==> src/rtl/note_recorder.sv <==
// note_recorder
// Captures a player-entered note sequence from the four note keys. It packs
// the notes into the 48-bit level word used by the playback and response
// engines.
//
// Each accepted note k fills the upper nibble of byte k, counting from the
// MSB end. The lower nibble of that byte stays 0 and forms the gap slot.
// level_length counts slots, so it advances by 2 per note.
//
// Ports:
//   clk            system clock
//   reset          asynchronous, active-high reset
//   start_record   begin a new recording (from IDLE or DONE)
//   stop_record    end the recording early
//   note_inputs    active-high key levels, one bit per note
//   level_data     recorded level word
//   level_length   slot count (2 x notes recorded)
//   recording      high while a recording is in progress
//   done_record    one-cycle pulse on entry to DONE
//   invalid_press  one-cycle pulse when a debounced press is not one-hot
module note_recorder #(
    parameter int MAX_NOTES       = 6,
    parameter int DEBOUNCE_CYCLES = 4
) (
    input  logic        clk,
    input  logic        reset,
    input  logic        start_record,
    input  logic        stop_record,
    input  logic [3:0]  note_inputs,
    output logic [47:0] level_data,
    output logic [3:0]  level_length,
    output logic        recording,
    output logic        done_record,
    output logic        invalid_press
);

    localparam int              CW       = (DEBOUNCE_CYCLES > 1) ? $clog2(DEBOUNCE_CYCLES) : 1;
    localparam logic [CW-1:0]   DB_LOAD  = CW'(DEBOUNCE_CYCLES - 1);
    localparam logic [2:0]      MAX_CNT  = 3'(MAX_NOTES);

    localparam logic [2:0] IDLE         = 3'd0;
    localparam logic [2:0] ARMED        = 3'd1;
    localparam logic [2:0] WAIT_PRESS   = 3'd2;
    localparam logic [2:0] DEBOUNCE     = 3'd3;
    localparam logic [2:0] WAIT_RELEASE = 3'd4;
    localparam logic [2:0] DONE         = 3'd5;

    logic [2:0]    state;
    logic [2:0]    count;
    logic [CW-1:0] db_cnt;
    logic [3:0]    sample;

    assign recording = (state == ARMED) || (state == WAIT_PRESS) ||
                       (state == DEBOUNCE) || (state == WAIT_RELEASE);

    always_ff @(posedge clk or posedge reset) begin
        if (reset) begin
            state         <= IDLE;
            level_data    <= '0;
            level_length  <= '0;
            count         <= '0;
            db_cnt        <= '0;
            sample        <= '0;
            done_record   <= 1'b0;
            invalid_press <= 1'b0;
        end else begin
            done_record   <= 1'b0;
            invalid_press <= 1'b0;
            case (state)
                // Start outranks stop here; stop alone does nothing.
                IDLE, DONE: begin
                    if (start_record) begin
                        level_data   <= '0;
                        level_length <= '0;
                        count        <= '0;
                        state        <= ARMED;
                    end
                end
                // Hold off until every key is up so a key still held from
                // the start action is not captured as the first note.
                ARMED: begin
                    if (stop_record) begin
                        state       <= DONE;
                        done_record <= 1'b1;
                    end else if (note_inputs == 4'b0000) begin
                        state <= WAIT_PRESS;
                    end
                end
                WAIT_PRESS: begin
                    if (stop_record) begin
                        state       <= DONE;
                        done_record <= 1'b1;
                    end else if (note_inputs != 4'b0000) begin
                        sample <= note_inputs;
                        db_cnt <= DB_LOAD;
                        state  <= DEBOUNCE;
                    end
                end
                // Stop is tested first, so it outranks acceptance in the same cycle.
                DEBOUNCE: begin
                    if (stop_record) begin
                        state       <= DONE;
                        done_record <= 1'b1;
                    end else if (note_inputs != sample) begin
                        state <= WAIT_PRESS;
                    end else if (db_cnt == '0) begin
                        if ($onehot(sample)) begin
                            for (int k = 0; k < MAX_NOTES; k++) begin
                                if (count == 3'(k))
                                    level_data[47-8*k -: 4] <= sample;
                            end
                            count        <= count + 3'd1;
                            level_length <= level_length + 4'd2;
                        end else begin
                            invalid_press <= 1'b1;
                        end
                        state <= WAIT_RELEASE;
                    end else begin
                        db_cnt <= db_cnt - 1'b1;
                    end
                end
                WAIT_RELEASE: begin
                    if (stop_record) begin
                        state       <= DONE;
                        done_record <= 1'b1;
                    end else if (note_inputs == 4'b0000) begin
                        if (count == MAX_CNT) begin
                            state       <= DONE;
                            done_record <= 1'b1;
                        end else begin
                            state <= WAIT_PRESS;
                        end
                    end
                end
                default: state <= IDLE;
            endcase
        end
    end

endmodule

==> config.mk <==
export PLATFORM = sky130hd
export DESIGN_NAME = note_recorder
export DESIGN_NICKNAME = d
export VERILOG_FILES = /design/src/rtl/note_recorder.sv
export SDC_FILE = /design/constraint.sdc
export NUM_CORES = 1
export LEC_CHECK = 0
export ABC_CLOCK_PERIOD_IN_PS = 3650
export CAP_MARGIN = 20
export CORE_UTILIZATION = 48
export CTS_CLUSTER_SIZE = 30
export DETAILED_ROUTE_END_ITERATION = 8
export PLACE_DENSITY = 0.89
export SLEW_MARGIN = 20
export SYNTH_ARGS = -nofsm -noshare
export SYNTH_HDL_FRONTEND = slang
export SYNTH_SLANG_ARGS = --single-unit
==> constraint.sdc <==
create_clock -name clk -period 3.65 [get_ports clk]
set_input_delay 0.5475 -clock clk [delete_from_list [all_inputs] [get_ports clk]]
set_output_delay 0.5475 -clock clk [all_outputs]
set_load 0.02 [all_outputs]
# == Yosys cells after proc, flatten, opt, wreduce, memory -nomap -nowiden ==
# Index checks and enable logic that the tools add are counted.
# totals
register_bits,42
latch_bits,0
mem_bits_rw,0
rom_bits,0
input_bits,8
out_inout_bits,55
word_cells,150
n_memories,0
# classes
n_addsub,6
n_mul,0
div,0
n_lt_le_gt_ge,0
eq_ne,31
shifts,0
mux,77
bitwise,1
reduce_logical,22
# ops
cell,count
$mux 4,35
$pmux 4 s2,7
$mux 3,16
$mux 48,1
$reduce_and 7->1,6
$ne 2x1->1 const B,9
$eq 3x3->1 const B,5
$pmux 3 s5,1
$eq 3x2->1 const B,4
$reduce_and 6->1,2
$mux 2,5
$ne 2x2->1 const B,5
$eq 3x1->1 const B,3
$mux 1,9
$ne 3x2->1 const B,3
$logic_not 3->1,2
$pmux 3 s2,1
$reduce_and 5->1,1
$add 1x1->2,2
$add 4x2->4 const B,1
$logic_not 4->1,1
$ne 4x2->1 const B,1
$ne 4x4->1,1
$pmux 2 s2,1
12 further kinds,15

# == Longest topological paths before layout ==
# Gate-level depths: netlist of run 1.
# logic_depth
word_depth,8
ltp_mapped,12
depth_no_buf,10

# == Least setup slack after synthesis of run 1 ==
# Ideal clock, no wire load.
# synth_path
kind,register to register
startpoint,register sample[0]
endpoint,register level_data[20]
setup_time_ps,79
t_arrival_ps,2474
required_ps,3571
path_slack_ps,1097
path_stages_with_launch,13
path_buffers,2
period_less_slack_ps,2553
cell_sequence,dfrtp_1 > inv_1 > fa_1 > inv_1 > ha_1 > ha_1 > nand2b_1 > o21ai_1 > o2111a_1 > buf_4 > and2_1 > clkbuf_2 > mux2i_1
# synth_via
elab_chain_len,6
word_cells_on_any_way,13
cone_classes,2 x add/sub; 4 x eq/ne; 6 x mux; 1 x reduce/logical
# synth_lines
item,line,source
start: declaration,51,logic [3:0] sample;
start signal: assignment,94,sample <= note_inputs;
branches (longest 6 deep; another with $add 2x2->3),-,
end signal: indexed assignment,110,level_data[47-8*k -: 4] <= sample;
end: declaration,30,"output logic [47:0] level_data,"
# Parallel ways; which one is timed is not known. The select of a mux whose other input is x is not followed.
# A chain may end at the register's enable or synchronous reset.

# == Final worst setup path of run 1 ==
# layout_path
startpoint,register sample[0]
endpoint,register level_data[30]
# layout_via
elab_chain_len,5
word_cells_on_any_way,7
cone_classes,2 x add/sub; 4 x eq/ne; 1 x reduce/logical
# layout_lines
item,line,source
$add 1x1->2 (implied by the code),107,if ($onehot(sample)) begin
$add 2x2->3 (implied by the code),107,
$eq 3x1->1,107,
$ne 2x1->1 (no line),-,
$reduce_and 7->1 (no line) *,-,
# Every way passes the cells marked *; elsewhere a longest branch is shown, timed or not.

==> results of run 1 <==
cell families (layout without fill, tap and decap cells):
kind of cell / Yosys count / after routing / share of synthesized area, %
other: 1 / 25 / 0.160
DFF: 41 / 41 / 43.8
adders and majority gates: 10 / 10 / 5.66
AOI/OAI and AO/OA: 21 / 21 / 5.98
muxes: 31 / 31 / 13.4
xor gates and xnor gates: 7 / 7 / 2.61
and+or+nand+nor: 73 / 73 / 15.8
buffers and inverters: 48 / 60 / 12.6
stage by stage:
step / instances / util, %
after global placement: 327 / 56.3
after detailed placement: 327 / 56.3
after CTS: 335 / 58.8
after floorplan: 256 / -
after global routing: 335 / 58.8
final: 335 / 58.8
cell type report:
type | count | area, sq um
fillers | 415 | 1950
multi-input cells | 167 | 1110
flip-flops and latches | 41 | 1030
repair buffers | 39 | 385
well taps | 67 | 83.8
clock buffers | 6 | 82.6
inverters | 13 | 48.8
clock inverters | 2 | 37.5
report_power, final:
| part | internal, W | switching [W] | total [W] |
|---|---|---|---|
| logic | 0.000211 | 0.000311 | 0.000522 |
| clock network | 0.000222 | 0.000165 | 0.000388 |
| registers | 0.000506 | 0.0000755 | 0.000581 |
synthesized netlist by cell type, types with 2 or more instances:
cell type,count
clkbuf_1,3
o21a_1,2
dfrtp_1,41
buf_4,30
nand2_1,38
and3_1,3
ha_1,9
a21oi_1,3
and2_1,3
nand4b_1,2
xnor2_1,2
nor2_1,4
xor2_1,5
nand2b_1,3
nor3_1,2
mux2_2,3
inv_1,13
nor3b_1,2
nand3_1,10
o21ai_0,6
a22o_1,4
mux2i_1,28
how the worst max path moves through the flow:
stage | from | to | slack [ns] | depth (start not counted)
final | sample[0] | level_data[30] | 0.71 | 10
after floorplan | sample[0] | level_data[20] | 1.10 | 12
after global placement | sample[0] | level_data[30] | 0.88 | 10
after detailed placement | sample[0] | level_data[30] | 0.74 | 10
after global routing | sample[0] | level_data[29] | 0.54 | 10
after CTS | sample[0] | level_data[29] | 0.71 | 10
layer usage:
layer,vias to the layer above,global-route usage [%],part of all wire [%]
met5,-,0,0
met4,0,9.15,2.5
met3,13,2.64,3.3
met2,53,31.1,48
met1,805,25.1,46
li1,790,-,-
registers in the layout, indices dropped and copies added, names as in the netlist:
signal and flops:
count 3, db_cnt 2, done_record 1, invalid_press 1, level_data 24, level_length 3
sample 4, state 3
==> metrics.md, run 1 <==
| Metric | Value |
|---|---|
| Power Dens Cells | `537 nW/um^2` |
| H-tree Lvls | `2` |
| Synth area leaders | `dfrtp_1, mux2i_1, buf_4` |
| Post-synthesis sequential area ratio | `43.8%` |
| Largest area contributor in the netlist | `dfrtp_1` |
| Synthesized area per cell | `10.1 sq um` |
| Hold_ws | `about 0.49 ns` |
| Most frequent cells in the layout | `dfrtp_1, nand2_1, clkdlybuf4s50_1, mux2i_1, conb_1` |
| Final Hold Fails | `0` |
| Synthesized area | `2340 sq um` |
| Cell count after synthesis | `around 230` |
| CORE AREA | `4720 sq um` |
| Drt via density | `4.96` |
| Vias in the first global route | `1598` |
| Remaining antenna violation count | `0` |
| Drc violations | `1` |
| Ant diodes | `0` |
| FF-to-FF setup slack | `0.71 ns` |
| CP endpoint kind | `register` |
| Worst min path class | `reg2reg` |
| Most common cell after layout, fill and taps aside | `dfrtp_1` |
| Setup Buffers After CTS | `0` |
| Antenna violations before repair | `0` |
| WP data required | `slightly below 4 ns` |
| Min-Delay Endpoint | `db_cnt[1]` |
| Hold wc startpoint | `db_cnt[1]` |
| Post-synth cell types | `38` |
| Total GRT Usage | `19.0%` |
| Placement Setup Slack | `roughly 0.74 ns` |
| R2r worst-path depth | `10` |
| Max Clock Skew | `between 0.007 and 0.008 ns` |
| Violated checks | `DRC` |
| CTS max path bufs | `2` |
| Reg2reg start | `sample[0]` |
| Design area | `2780 sq um` |
| Post-detail-place hpwl | `around 3.2 mm` |
| Worst skew pair latency | `0.30 ns` |
| Avg WL per Cell | `between 10 and 15 microns` |
| Setup TNS | `0 ns` |
| RSZ-0062 raised after global routing | `no` |
| Fmax achieved | `roughly 0.34 GHz` |
| Pin count of the biggest net entering global routing | `42` |
| Ys async rst share | `100%` |
| Clk pin slew, worst setup/hold paths | `approximately 0.080 ns` |
| Outcome | `finished with violations` |
| Total congestion overflow | `0` |
| Yosys top cell area share | `43.8%` |
| Worst VDD drop | `approximately 0.00032 V` |
| Hold depth | `1` |
| CTS tree | `yes` |
| Post-CTS sizing | `0` |
| EDFF count, synth | `0` |
| Final estimated routing congestion in global placement | `0.788` |
| Max Cap Viol | `0` |
| Setup slack after layout | `0.706 ns` |
| Yosys reg bits | `between 40 and 50` |
| Startpoint Class | `register` |
| Die ar. | `about 5200 sq um` |
| Prevailing post-synth register cell | `dfrtp_1` |
| Ys Warns | `0` |
| Max-slew violation count | `0` |
| Critical-path top delay cell | `fa_1` |
| Total power | `0.00149 W` |
| Iteration-0 DRC Markers | `111` |
| Rows | `25` |
| Final setup violation count | `0` |
| Drt pass-1 iters | `6` |
| CTS Root Buffer Type | `clkbuf_8` |
| Ports | `63` |
| Area post-placement | `around 2700 sq um` |
| Drt total wl | `4.58 mm` |
| R2R Path End | `level_data[30]` |
| Worst path top cell family by delay | `adder cells` |
| TritonCTS buffer count | `5` |
| First-pass GRT wire length | `around 7.5 mm` |
| DIE HEIGHT | `about 72 microns` |
| Kind of critical path | `reg2reg` |
| Crit path arrival time | `3.16 ns` |
| Clock sinks | `41` |
| Measured slew at the worst slew-check pin | `between 0.9 and 1 ns` |
| DR vias | `1661` |
| Layout cells sized above 1 | `under 10%` |
| Delay of the slowest critical-path stage | `about 0.53 ns` |
| Final nets | `285` |
| CP cell instances | `inv_1 -> fa_1 -> inv_1 -> ha_1 -> ha_1 -> nand2b_1 -> o21ai_1 -> o2111a_1 -> and3_1 -> mux2i_1` |
| Initial core utilization | `49.6%` |
| Number of buffers added on ports | `37` |
| Worst path bufs/invs | `2` |
| Slew headroom | `38.6%` |
| Minimum clock period | `a little under 3 ns` |
| Static leakage | `1.29 nW` |
| Area delta synth->final | `18.5%` |
| CP Max Fanout | `10` |
| Hold_buf cts | `0` |
| Die W | `around 72 microns` |
| Fin crit share | `about four fifths` |
Power figures use the tool's default switching activity.
==> run 2: changes to the inputs <==
--- a/config.mk
+++ b/config.mk
@@ -5,7 +5,7 @@
 export SDC_FILE = /design/constraint.sdc
 export NUM_CORES = 1
 export LEC_CHECK = 0
-export ABC_CLOCK_PERIOD_IN_PS = 3650
+export ABC_CLOCK_PERIOD_IN_PS = 3100
 export CAP_MARGIN = 20
 export CORE_UTILIZATION = 48
 export CTS_CLUSTER_SIZE = 30
==> constraint.sdc (replaced) <==
create_clock -name clk -period 3.1 [get_ports clk]
set_input_delay 0.465 -clock clk [delete_from_list [all_inputs] [get_ports clk]]
set_output_delay 0.465 -clock clk [all_outputs]
set_load 0.02 [all_outputs]
==> metrics.md, run 2 (synthesis results as in run 1) <==
| Metric | Value |
|---|---|
| Outcome | `finished with violations` |
| Violated checks | `DRC` |
| Setup crit start | `sample[0]` |
| Number of buffers added on ports | `37` |
| Placement Setup Slack | `~0.23 ns` |
| Drt pass-1 iters | `6` |
| Register area | `1030 sq um` |
| End of the critical path | `level_data[37]` |
| Met1 WL | `1.91 mm` |
| Hold wc startpoint | `db_cnt[1]` |
| Avg WL per Cell | `12.8 microns` |
| Measured slew at the worst slew-check pin | `0.545 ns` |
| First-pass GRT wire length | `7.22 mm` |
| Most common cell after layout, fill and taps aside | `dfrtp_1` |
| CP endpoint kind | `register` |
| Crit path arrival time | `about 3.1 ns` |
| Final setup violation count | `0` |
| Area delta synth->final | `19.1%` |
| Clk pwr share | `between 20% and 30%` |
| Initial core utilization | `49.6%` |
| R2R Path End | `level_data[37]` |
| Final nets | `287` |
| WP data required | `3.32 ns` |
| H-tree Lvls | `2` |
| Die ar. | `about 5200 sq um` |
| Psw | `0.000650 W` |
| Max Clock Skew | `0.00583 ns` |
| Remaining antenna violation count | `0` |
| Ant diodes | `0` |
| CORE AREA | `4720 sq um` |
| Sequential power share | `38.7%` |
| Worst skew pair latency | `roughly 0.30 ns` |
| Post-CTS sizing | `0` |
| Fmax achieved | `0.345 GHz` |
| Max-slew violation count | `0` |
| Total power | `0.00177 W` |
| Internal power | `0.00112 W` |
| Iteration-0 DRC Markers | `96` |
| Drt total wl | `4.33 mm` |
| Clock sinks | `41` |
| Setup slack after layout | `0.198 ns` |
| Setup Buffers After CTS | `0` |
| Antenna violations before repair | `0` |
| CP Max Fanout | `10` |
| DIE HEIGHT | `71.9 microns` |
| Rows | `25` |
| DR WL met3 | `223 microns` |
| CTS Root Buffer Type | `clkbuf_8` |
| Drt via density | `4.91` |
| Switching Share | `36.8%` |
| Footprint of the multi-input gates | `1110 sq um` |
| Hold_ws | `0.507 ns` |
| Total GRT Usage | `18.4%` |
| Max Cap Viol | `0` |
| Die W | `71.9 microns` |
| Pin count of the biggest net entering global routing | `42` |
| Kind of critical path | `reg2reg` |
| Minimum clock period | `roughly 2.9 ns` |
| Ports | `63` |
| DR vias | `roughly 1700` |
| Power Dens Cells | `633 nW/um^2` |
| Static leakage | `1.30 nW` |
| CTS tree | `yes` |
| Reg2reg start | `sample[0]` |
| Vias in the first global route | `1581` |
| Slew headroom | `63.7%` |
| Combinational group share of total power | `approximately 35%` |
| Largest registers | `level_data: 24 flops, sample: 4 flops` |
| Max reg flops | `24` |
| Setup TNS | `0 ns` |
| Clk pin slew, worst setup/hold paths | `0.08 ns` |
| Post-detail-place hpwl | `3.06 mm` |
| FF-to-FF setup slack | `0.20 ns` |
| Layout cells sized above 1 | `around 6.7%` |
| Worst VDD drop | `0.000371 V` |
| Fin crit share | `93.6%` |
| Total congestion overflow | `0` |
| RSZ-0062 raised after global routing | `no` |
| Final Hold Fails | `0` |
| Most frequent cells in the layout | `dfrtp_1, nand2_1, clkdlybuf4s50_1, mux2i_1, conb_1` |
| Met2 Wirelength | `2.10 mm` |
| Startpoint Class | `register` |
| TritonCTS buffer count | `5` |
| Fill count | `403` |
| CTS max path bufs | `2` |
| Hold_buf cts | `0` |
| Drc violations | `1` |
| DR top layer | `met4` |
| R2r worst-path depth | `10` |
| Register name with the most flops | `level_data` |
| Worst min path class | `reg2reg` |
| Final estimated routing congestion in global placement | `around 0.79` |
run 2: changes by cell type in the layout (fill, tap and decap cells not counted):
cell   delta
buf_4     +2
run 2: worst max-delay path: stages (launching register included):
cell      delay, ns
dfrtp_1        0.41
inv_1          0.08
fa_1           0.54
inv_1          0.04
ha_1           0.17
ha_1           0.26
nand2b_1       0.14
o21ai_1        0.19
o2111a_1       0.42
and3_1         0.35
mux2i_1        0.22
run 2: per-layer routing:
| layer | up-vias | GRT usage (%) |
|---|---|---|
| li1 | 797 | - |
| met1 | 790 | 22.9 |
| met4 | 0 | 7.63 |
| met5 | - | 0 |
| met2 | 56 | 30.4 |
| met3 | 10 | 5.28 |
run 2: layout make-up:
| cell class | instances | share of cell area (%) |
|---|---|---|
| Sequential cell | 41 | 36.7 |
| Clock inverter | 2 | 1.34 |
| Timing Repair Buffer | 41 | 14.3 |
| Multi-Input combinational cell | 167 | 39.9 |
| Clock buffer | 6 | 2.96 |
| Inverter | 13 | 1.75 |
| Tap cell | 67 | 3.00 |
run 2: worst min path at each step:
stage	to	slack, ns	cells past startpoint
6_report	db_cnt[1]	0.51	1
5_1_grt	level_data[31]	0.54	2
4_1_cts	db_cnt[1]	0.52	1
2_1_floorplan	db_cnt[1]	0.46	1
3_3_place_gp	db_cnt[1]	0.48	1
3_5_place_dp	db_cnt[1]	0.50	1
run 2: per-stage QoR:
step	instance area, sq um	instances	util, %
floorplan	2430	256	-
global placement	2670	329	56.6
detailed placement	2670	329	56.6
CTS	2790	337	59.1
global route	2790	337	59.1
finish	2790	337	59.1
run 2: power by group through the flow:
| stage | combinational [W] | clock, W | sequential (W) |
|---|---|---|---|
| floorplan | 0.000526 | 0 | 0.000658 |
| global placement | 0.000602 | 0 | 0.000689 |
| detailed placement | 0.000623 | 0 | 0.000692 |
| CTS | 0.000628 | 0.000459 | 0.000683 |
| global route | 0.000701 | 0.000481 | 0.000694 |
| finish | 0.000625 | 0.000458 | 0.000683 |
==> run 3: changes to the inputs <==
--- a/config.mk
+++ b/config.mk
@@ -8,6 +8,7 @@
 export ABC_CLOCK_PERIOD_IN_PS = 3100
 export CAP_MARGIN = 20
 export CORE_UTILIZATION = 48
+export CTS_BUF_LIST = sky130_fd_sc_hd__clkbuf_16
 export CTS_CLUSTER_SIZE = 30
 export DETAILED_ROUTE_END_ITERATION = 8
 export PLACE_DENSITY = 0.89
==> metrics.md, run 3 (synthesis results as in run 1) <==
| Metric | Value |
|---|---|
| RSZ-0062 raised after global routing | `no` |
| Final Hold Fails | `0` |
| Total GRT Usage | `about 18%` |
| Drt pass-1 iters | `6` |
| Power Dens Cells | `665 nW/um^2` |
| Rows | `25` |
| Clk pin slew, worst setup/hold paths | `around 0.060 ns` |
| CP Max Fanout | `10` |
| Setup TNS | `0 ns` |
| WP data required | `3.30 ns` |
| Fin crit share | `94.0%` |
| Post-CTS sizing | `0` |
| Worst skew pair latency | `0.28 ns` |
| Final setup violation count | `0` |
| Pin count of the biggest net entering global routing | `42` |
| Clock sinks | `slightly above 40` |
| Ports | `63` |
| Iteration-0 DRC Markers | `122` |
| Most common cell after layout, fill and taps aside | `dfrtp_1` |
| Worst VDD drop | `0.000389 V` |
| Vias in the first global route | `1570` |
| Kind of critical path | `reg2reg` |
| Final nets | `~290` |
| Post-detail-place hpwl | `3.06 mm` |
| R2r worst-path depth | `10` |
| Minimum clock period | `between 2 and 3 ns` |
| Hold_buf cts | `0` |
| Measured slew at the worst slew-check pin | `0.534 ns` |
| CP endpoint kind | `register` |
| Drc violations | `1` |
| DR vias | `1654` |
| Fmax achieved | `0.343 GHz` |
| Antenna violations before repair | `0` |
| Ant diodes | `0` |
| Die ar. | `roughly 5200 sq um` |
| Worst min path class | `reg2reg` |
| Setup Buffers After CTS | `0` |
| CORE AREA | `4720 sq um` |
| H-tree Lvls | `2` |
| Drt via density | `4.91` |
| Setup slack after layout | `0.187 ns` |
| CTS tree | `yes` |
| Max Cap Viol | `0` |
| Max Clock Skew | `0.00462 ns` |
| Crit path arrival time | `roughly 3.1 ns` |
| Hold depth | `1` |
| Min-Delay Endpoint | `db_cnt[1]` |
| Largest registers | `level_data: 24 flops, sample: 4 flops` |
| TritonCTS buffer count | `5` |
| CTS Root Buffer Type | `clkbuf_16` |
| Hold wc startpoint | `db_cnt[1]` |
| Max reg flops | `24` |
| CTS max path bufs | `2` |
| Drt total wl | `4.40 mm` |
| Startpoint Class | `register` |
| First-pass GRT wire length | `7.25 mm` |
| Number of buffers added on ports | `37` |
| R2R Path End | `level_data[44]` |
| Slew headroom | `approximately 64%` |
| Register name with the most flops | `level_data` |
| DIE HEIGHT | `71.9 microns` |
| Avg WL per Cell | `13.0 microns` |
| Violated checks | `DRC` |
| Fin util | `60.1%` |
| Placement Setup Slack | `0.230 ns` |
| Most frequent cells in the layout | `dfrtp_1, nand2_1, clkdlybuf4s50_1, mux2i_1, conb_1` |
| Reg2reg start | `sample[0]` |
| Layout cells sized above 1 | `roughly 6.3%` |
| Initial core utilization | `between 40% and 50%` |
| Static leakage | `1.32 nW` |
| Remaining antenna violation count | `0` |
| Die W | `71.9 microns` |
| Final estimated routing congestion in global placement | `roughly 0.79` |
| Max-slew violation count | `0` |
| Outcome | `finished with violations` |
| Area delta synth->final | `21.1%` |
| FF-to-FF setup slack | `between 0.15 and 0.2 ns` |
| Total congestion overflow | `0` |
[run 3: cell types whose count changed in the layout (fill, tap and decap cells not counted)]
cell,delta
clkinv_1,+1
clkbuf_16,+5
clkbuf_8,-6
[run 3: layout make-up]
cell class,instances,area [sq um]
Clock buffer,5,125
Clock inverter,3,41.3
Fill cell,392,1880
Inverter,13,48.8
Multi-Input combinational cell,167,1110
Sequential cell,41,1030
Tap cell,67,83.8
Timing Repair Buffer,41,400
[run 3: worst max-delay path, cell delays in order (launching register included)]
cell and delay, ns:
dfrtp_1 0.40, inv_1 0.08, fa_1 0.54, inv_1 0.04, ha_1 0.17, ha_1 0.26, nand2b_1 0.14, o21ai_1 0.19
o2111a_1 0.42, and3_1 0.35, mux2i_1 0.23
[run 3: per-layer routing]
layer | share of wire (%) | routed length, microns | vias up | GRT usage [%]
met5 | 0 | 0 | - | 0
met4 | 0.86 | 38 | 0 | 6.97
met3 | 3.3 | 143 | 5 | 4.17
met2 | 51 | 2260 | 53 | 31.3
met1 | 44 | 1950 | 798 | 23.0
li1 | - | - | 798 | -
[run 3: worst max path at each step]
stage | to | cells past startpoint | start | slack (ns)
detailed placement | level_data[37] | 10 | sample[0] | 0.23
global route | level_data[44] | 10 | sample[0] | 0.03
floorplan | level_data[20] | 12 | sample[0] | 0.55
finish | level_data[44] | 10 | sample[0] | 0.19
global placement | level_data[30] | 10 | sample[0] | 0.33
CTS | level_data[44] | 10 | sample[0] | 0.18
[run 3: power breakdown]
group	internal [W]	switching, W
Combinational	0.000260	0.000364
Sequential	0.000597	0.0000883
Clock	0.000377	0.000204
Total	0.00123	0.000656
[run 3: per-stage QoR]
| step | power [W] | std cells | hold WS, ns | area (sq um) |
|---|---|---|---|---|
| after global routing | 0.00201 | 337 | 0.532 | 2840 |
| after CTS | 0.00190 | 337 | 0.512 | 2840 |
| final | 0.00189 | 337 | 0.506 | 2840 |
| after global placement | 0.00129 | 329 | 0.475 | 2670 |
| after floorplan | 0.00118 | 256 | 0.464 | 2430 |
| after detailed placement | 0.00131 | 329 | 0.499 | 2670 |
